$ cat config.mk
export PLATFORM = sky130hd
export DESIGN_NAME = ahb_rom_if
export DESIGN_NICKNAME = d
export VERILOG_FILES = /design/src/rtl/ahb_rom_if.sv
export SDC_FILE = /design/constraint.sdc
export NUM_CORES = 1
export LEC_CHECK = 0
export CAP_MARGIN = 5
export CORE_ASPECT_RATIO = 0.7
export CORE_MARGIN = 5
export CORE_UTILIZATION = 23
export DETAILED_ROUTE_END_ITERATION = 12
export HOLD_SLACK_MARGIN = 0.1
export PLACE_DENSITY = 0.81
export SYNTH_ARGS = -nofsm -noshare
export SYNTH_HDL_FRONTEND = slang
export SYNTH_SLANG_ARGS = --single-unit
export TNS_END_PERCENT = 10
$ cat constraint.sdc
create_clock -name HCLK -period 2.6 [get_ports HCLK]
set_clock_uncertainty 0.05 [all_clocks]
set_input_delay 0.52 -clock HCLK [delete_from_list [all_inputs] [get_ports HCLK]]
set_output_delay 0.52 -clock HCLK [all_outputs]
set_load 0.05 [all_outputs]
$ cat src/rtl/ahb_rom_if.sv
// ============================================================================
//  ahb_rom_if : AHB-Lite read-only slave in front of a synchronous 32-bit ROM
//  Rev 1.0
// ============================================================================
`default_nettype none

module ahb_rom_if #(
  parameter int ROM_AW   = 13,
  parameter int ERRCNT_W = 8
) (
  input  logic                HCLK,
  input  logic                HRESET,
  input  logic                HSEL,
  input  logic [31:0]         HADDR,
  input  logic [1:0]          HTRANS,
  input  logic                HWRITE,
  input  logic [2:0]          HSIZE,
  input  logic                HREADY,
  output logic                HREADYOUT,
  output logic                HRESP,
  output logic [31:0]         HRDATA,
  output logic [ROM_AW-1:0]   rom_addr,
  output logic                rom_cs,
  input  logic [31:0]         rom_rdata,
  output logic [ERRCNT_W-1:0] err_count
);

  typedef enum logic [1:0] {
    S_IDLE = 2'd0,
    S_READ = 2'd1,
    S_ERR1 = 2'd2,
    S_ERR2 = 2'd3
  } state_t;

  localparam logic [ERRCNT_W-1:0] C_ERR_ONE = {{(ERRCNT_W-1){1'b0}}, 1'b1};

  state_t                state_q, state_d;
  logic [ERRCNT_W-1:0]   err_count_q, err_count_d;
  logic                  w_valid;
  logic                  w_bad;
  logic                  w_good_rd;
  logic                  unused_bits;

  assign unused_bits = ^{HADDR[31:ROM_AW+2], HTRANS[0]};

  // Writes, oversize and misaligned accesses are all rejected with ERROR.
  always_comb begin
    w_valid   = HSEL & HREADY & HTRANS[1];
    w_bad     = HWRITE
              | (HSIZE > 3'b010)
              | ((HSIZE == 3'b001) & HADDR[0])
              | ((HSIZE == 3'b010) & (HADDR[1:0] != 2'b00));
    w_good_rd = w_valid & ~w_bad;
  end

  assign rom_addr  = HADDR[ROM_AW+1:2];
  assign rom_cs    = w_good_rd & ~HRESET;
  assign err_count = err_count_q;

  always_comb begin
    state_d     = state_q;
    err_count_d = err_count_q;
    case (state_q)
      S_ERR1:  state_d = S_ERR2;
      default: begin
        if (w_good_rd)                state_d = S_READ;
        else if (w_valid && w_bad)    state_d = S_ERR1;
        else                          state_d = S_IDLE;
      end
    endcase
    if (state_d == S_ERR1 && err_count_q != {ERRCNT_W{1'b1}}) begin
      err_count_d = err_count_q + C_ERR_ONE;
    end
  end

  always_ff @(posedge HCLK) begin
    if (HRESET) begin
      state_q     <= S_IDLE;
      err_count_q <= '0;
    end else begin
      state_q     <= state_d;
      err_count_q <= err_count_d;
    end
  end

  // Read data is gated by state so stale ROM output never reaches the bus.
  always_comb begin
    HREADYOUT = 1'b1;
    HRESP     = 1'b0;
    HRDATA    = 32'h0;
    if (!HRESET) begin
      case (state_q)
        S_READ:  HRDATA = rom_rdata;
        S_ERR1:  begin
          HREADYOUT = 1'b0;
          HRESP     = 1'b1;
        end
        S_ERR2:  HRESP = 1'b1;
        default: ;
      endcase
    end
  end

endmodule

`default_nettype wire

Word-level counts from Yosys, hierarchy flattened. Index checks and enable logic that the tools add are counted.

Register bits after elaboration: 10. Output and inout port bits: 56. Input port bits: 74. Word-level logic and storage cells: 35.

Reductions and logical operators: 4. Add/subtract/negate cells: 1. Equality and inequality tests: 7. Bitwise logic cells: 11. Multiplexer cells: 9. Order comparisons: 1.

Operator list (count): two-way mux 32 bit (2); adder 8 x 1 -> 8 bit, second input constant (1); != test 8 bit, second input constant (1); AND 1 bit (6); equality test 2 bit, second input constant (3); two-way mux 2 bit (3); two-way mux 1 bit (4); equality test 3 x 1 -> 1 bit, second input constant (1); equality test 3 x 2 -> 1 bit, second input constant (1); greater-than comparator 3 x 2 -> 1 bit, second input constant (1); OR 1 bit (3); equality test 2 x 1 -> 1 bit, second input constant (1); logical AND 1 bit (2); NOT 1 bit (2); nonzero test 2 bit (1); OR reduction 2 bit (1).

Logic depth before layout (Yosys ltp).
Depth after elaboration: 10. Depth in mapped cells: 6. Mapped depth without buffers: 5.

Worst setup path after synthesis. Ideal clock, no wire load.

Path type: input -> output. Start: input port HSIZE[0]. End: output port rom_cs. Slack: 22 ps. Buffers on the path: 0. Data arrival time: 2008 ps. Required time: 2030 ps. Cell stages on the path: 3. Path through: nor3_1 o21ai_0 nor3_1.

Longest elaborated chain between the ends: 7. Elaborated cells on any way between the ends: 11.

Ends and longest elaborated chain: from (decl) (RTL line 17) `input logic [2:0] HSIZE,`; greater-than comparator 3 x 2 -> 1 bit or equality test 3 x 1 -> 1 bit (tied branches) (RTL line 50, 51); OR 1 bit or AND 1 bit (tied branches) (RTL line 50, 51); OR 1 bit (RTL line 51) `| ((HSIZE == 3'b001) & HADDR[0])`; OR 1 bit * (RTL line 52) `| ((HSIZE == 3'b010) & (HADDR[1:0] != 2'b00));`; NOT 1 bit * (RTL line 53) `w_good_rd = w_valid & ~w_bad;`; AND 1 bit * (RTL line 53); AND 1 bit * (RTL line 57) `assign rom_cs = w_good_rd & ~HRESET;`; to (decl) (RTL line 23) `output logic rom_cs,`.

Every way passes the cells marked *; elsewhere a longest branch is shown, timed or not.

Worst setup path after layout. Same ends and word-level chain as after synthesis.

==> results by group <==
Synthesis
  – Largest family of logic cells by synthesized area: simple AND/OR/NAND/NOR gates
  – Post-synth net total: ~190
  – Synth Register Bits: 10
  – Post-synthesis adder-cell area fraction: 0.0147
  – Sequential area share after synthesis: 0.236
  – Synth Instances: approximately 110
  – Dominant cell type by area after synthesis: and2_1
  – Most common cell in the netlist: and2_1
  – Most used DFF post-synth: dfxtp_1
  – Simple-gate share of the synthesized area: 0.439
  – Commonest cells in the netlist: and2_1 (33), buf_4 (13), dfxtp_1 (10)
  – Mapped Area: about 850 um2
  – Synth area leaders: and2_1 (24%), dfxtp_1 (24%), buf_4 (11%)
  – Synthesized area per cell: 7.65 um2
  – Synth Area in XOR/XNOR: 0
  – Ys async rst share: 0
  – Synth top area share: 0.243
  – Multiplexer share of the synthesized area: 0.0265
  – Synth Area in Compound Gates: 0.134
  – Synth Warn #: 0
  – EDFF count, synth: 0
  – Post-synth cell types: 26

Critical path
  – Crit Reg-Reg Startpoint: err_count[0]
  – Worst Setup Start Kind: primary input
  – Worst R2R Path Depth: 5
  – WP data arrival: about 1.8 ns
  – Worst Path Max Fanout: 2
  – CP required: 2.03 ns
  – Critical Setup Path Class: in -> out
  – CP Capture Type: output pin
  – RR Endpoint: err_count[4]
  – Worst reg2reg setup slack: about 0.53 ns

Timing
  – Setup TNS: 0 ns
  – Relative max-transition margin: 0.659
  – Endpoints failing setup: 0
  – Final min period: approximately 2.4 ns
  – Setup WS post-layout: between 0.2 and 0.25 ns
  – Worst Tran Pin Value: 0.510 ns
  – Fmax: 0.422 GHz
  – Slew Viols, Final: 0
  – Final hold violations: 0
  – RSZ-0062 raised after global routing: no
  – Fin crit share: 0.910

Global route
  – Largest net degree at the start of global routing: 33
  – Vias in the first global route: between 900 and 1k
  – First-pass GRT wire length: roughly 4800 um
  – Gr ovfl total: 0
  – Initial antenna violation count: 0
  – GR Util All Layers: 0.127

Place
  – GPL Wtd Cong: slightly below 0.8
  – Inst Count DP: about 230
  – DP Worst Slack: 0.130 ns
  – IO buf count: 85
  – DP HPWL: 2930 um
  – DP Area: 2030 um2

Hold path
  – Hold path depth: 2
  – Min-Delay Startpoint: err_count[4]
  – Class of the worst hold path: reg -> reg
  – Worst Hold End: err_count[4]

Layout
  – Ant. Diodes: 0
  – Fill cell count: between 200 and 300
  – Non-Filler Instances: between 200 and 250
  – Fin area: 2080 um2
  – Share of layout cells above drive strength 1: 0.250
  – Net total in the final layout: 261
  – Area Overhead vs Synth: 145%

Route
  – Via count: about 1.0k
  – Drc violations: 0
  – Post-route ant nets: 0
  – DR iter-0 viols: 19
  – WL final: around 3400 um
  – Vias per cell: approximately 4.4
  – Routed wire per std cell: approximately 15 um
  – DR pass1 iterations: 4

CTS
  – Clock Latency Late Sink: between 0.2 and 0.25 ns
  – Setup Buffers After CTS: 0
  – CTS tree: done
  – Root Driver: clkbuf_8
  – H-tree lvl count: 1
  – CTS resizes: 0
  – CTS Buffer Depth: 2
  – Clock-pin slew on the worst setup and hold paths: roughly 0.050 ns
  – CTS Buf Count: 3
  – Clock sinks: 10
  – Hold Buf Count CTS: 0

Power
  – Switching power: 0.117 mW
  – Leak: 0.791 nW
  – Combinational Power Share: 0.330
  – Internal: ~0.35 mW
  – Clock power share: 0.330
  – PwrDens: 225 nW/um2
  – Sw frac: 0.250
  – Tot Pwr: ~0.47 mW
  – Sequential Power Share: 0.340
  – VDD IR max: between 0.0002 and 0.0003 V

Die
  – DIE WIDTH: between 80 and 90 um
  – Placeable Area: about 3500 um2
  – Initial core utilization: 0.240
  – Full die area: roughly 5000 um2
  – # rows: 18
  – I/O pin count: 130
  – Die H: around 61 um

Outcome
  – Status: completed

Flow run
  – Max-Cap Viols: 0
-- cell type report --
type,instances,area [um2],share of cell area
flip-flops and latches,10,200,0.0963
well taps,50,62.6,0.0301
clock buffers,3,41.3,0.0199
multi-input cells,82,532,0.256
repair buffers,89,1240,0.598
-- cells by family (layout without fill, tap and decap cells) --
logic type	Yosys count	in the layout
AOI/OAI and AO/OA	18	18
adders and majority gates	1	1
buffers and inverters	19	92
DFF	10	10
muxes	2	2
and+or+nand+nor	61	61
-- layout by cell type, fill, tap and decap left out, types with 2 or more instances in the layout --
cell type | Yosys | routed
clkdlybuf4s50_1 | 0 | 50
nor2b_1 | 4 | 4
nand2b_1 | 2 | 2
nor2_1 | 3 | 3
a21oi_1 | 7 | 7
o31ai_1 | 5 | 5
buf_12 | 0 | 36
dfxtp_1 | 10 | 10
nand3_1 | 5 | 5
o21ai_0 | 3 | 3
clkbuf_8 | 0 | 3
or4_1 | 4 | 4
buf_4 | 13 | 3
and2_1 | 33 | 33
nor3_1 | 3 | 2
nand4_1 | 2 | 2
-- worst max-delay path: stages --
cell	delay [ns]
clkdlybuf4s50_1	0.42
nor3_1	0.23
o21ai_0	0.17
nor3_2	0.28
buf_12	0.17
-- stage by stage --
stage	hold WS [ns]	util
after floorplan	0.618	-
after global placement	0.435	0.575
after detailed placement	0.440	0.575
after CTS	0.447	0.587
after global routing	0.480	0.588
final	0.451	0.588
-- flip-flops by register name, summed over array words and instances, names as in the netlist --
signal	count
state_q	2
err_count	8
-- worst max path at each step --
stage	startpoint	endpoint	slack, ns
after floorplan	HSIZE[0]	rom_cs	0.02
after global placement	HSIZE[0]	rom_cs	0.16
after detailed placement	HSIZE[0]	rom_cs	0.13
after CTS	HSIZE[0]	rom_cs	0.12
after global routing	HSIZE[0]	rom_cs	0.09
final	HSIZE[0]	rom_cs	0.23
-- per-layer routing --
layer  GRT usage  share of wire  vias to the layer above
li1            -              -                      517
met1       0.143           0.35                      470
met2       0.228           0.55                       43
met3      0.0475          0.087                        2
met4      0.0326         0.0082                        0
met5           0              0                        -
-- power groups by stage --
stage / Clock (mW) / Sequential (mW) / Combinational, mW
after detailed placement: 0 / 0.162 / 0.155
after floorplan: 0 / 0.164 / 0.101
after global placement: 0 / 0.162 / 0.152
after CTS: 0.161 / 0.159 / 0.155
final: 0.154 / 0.159 / 0.154
after global routing: 0.171 / 0.159 / 0.163
(Power assumes the default switching activity.)
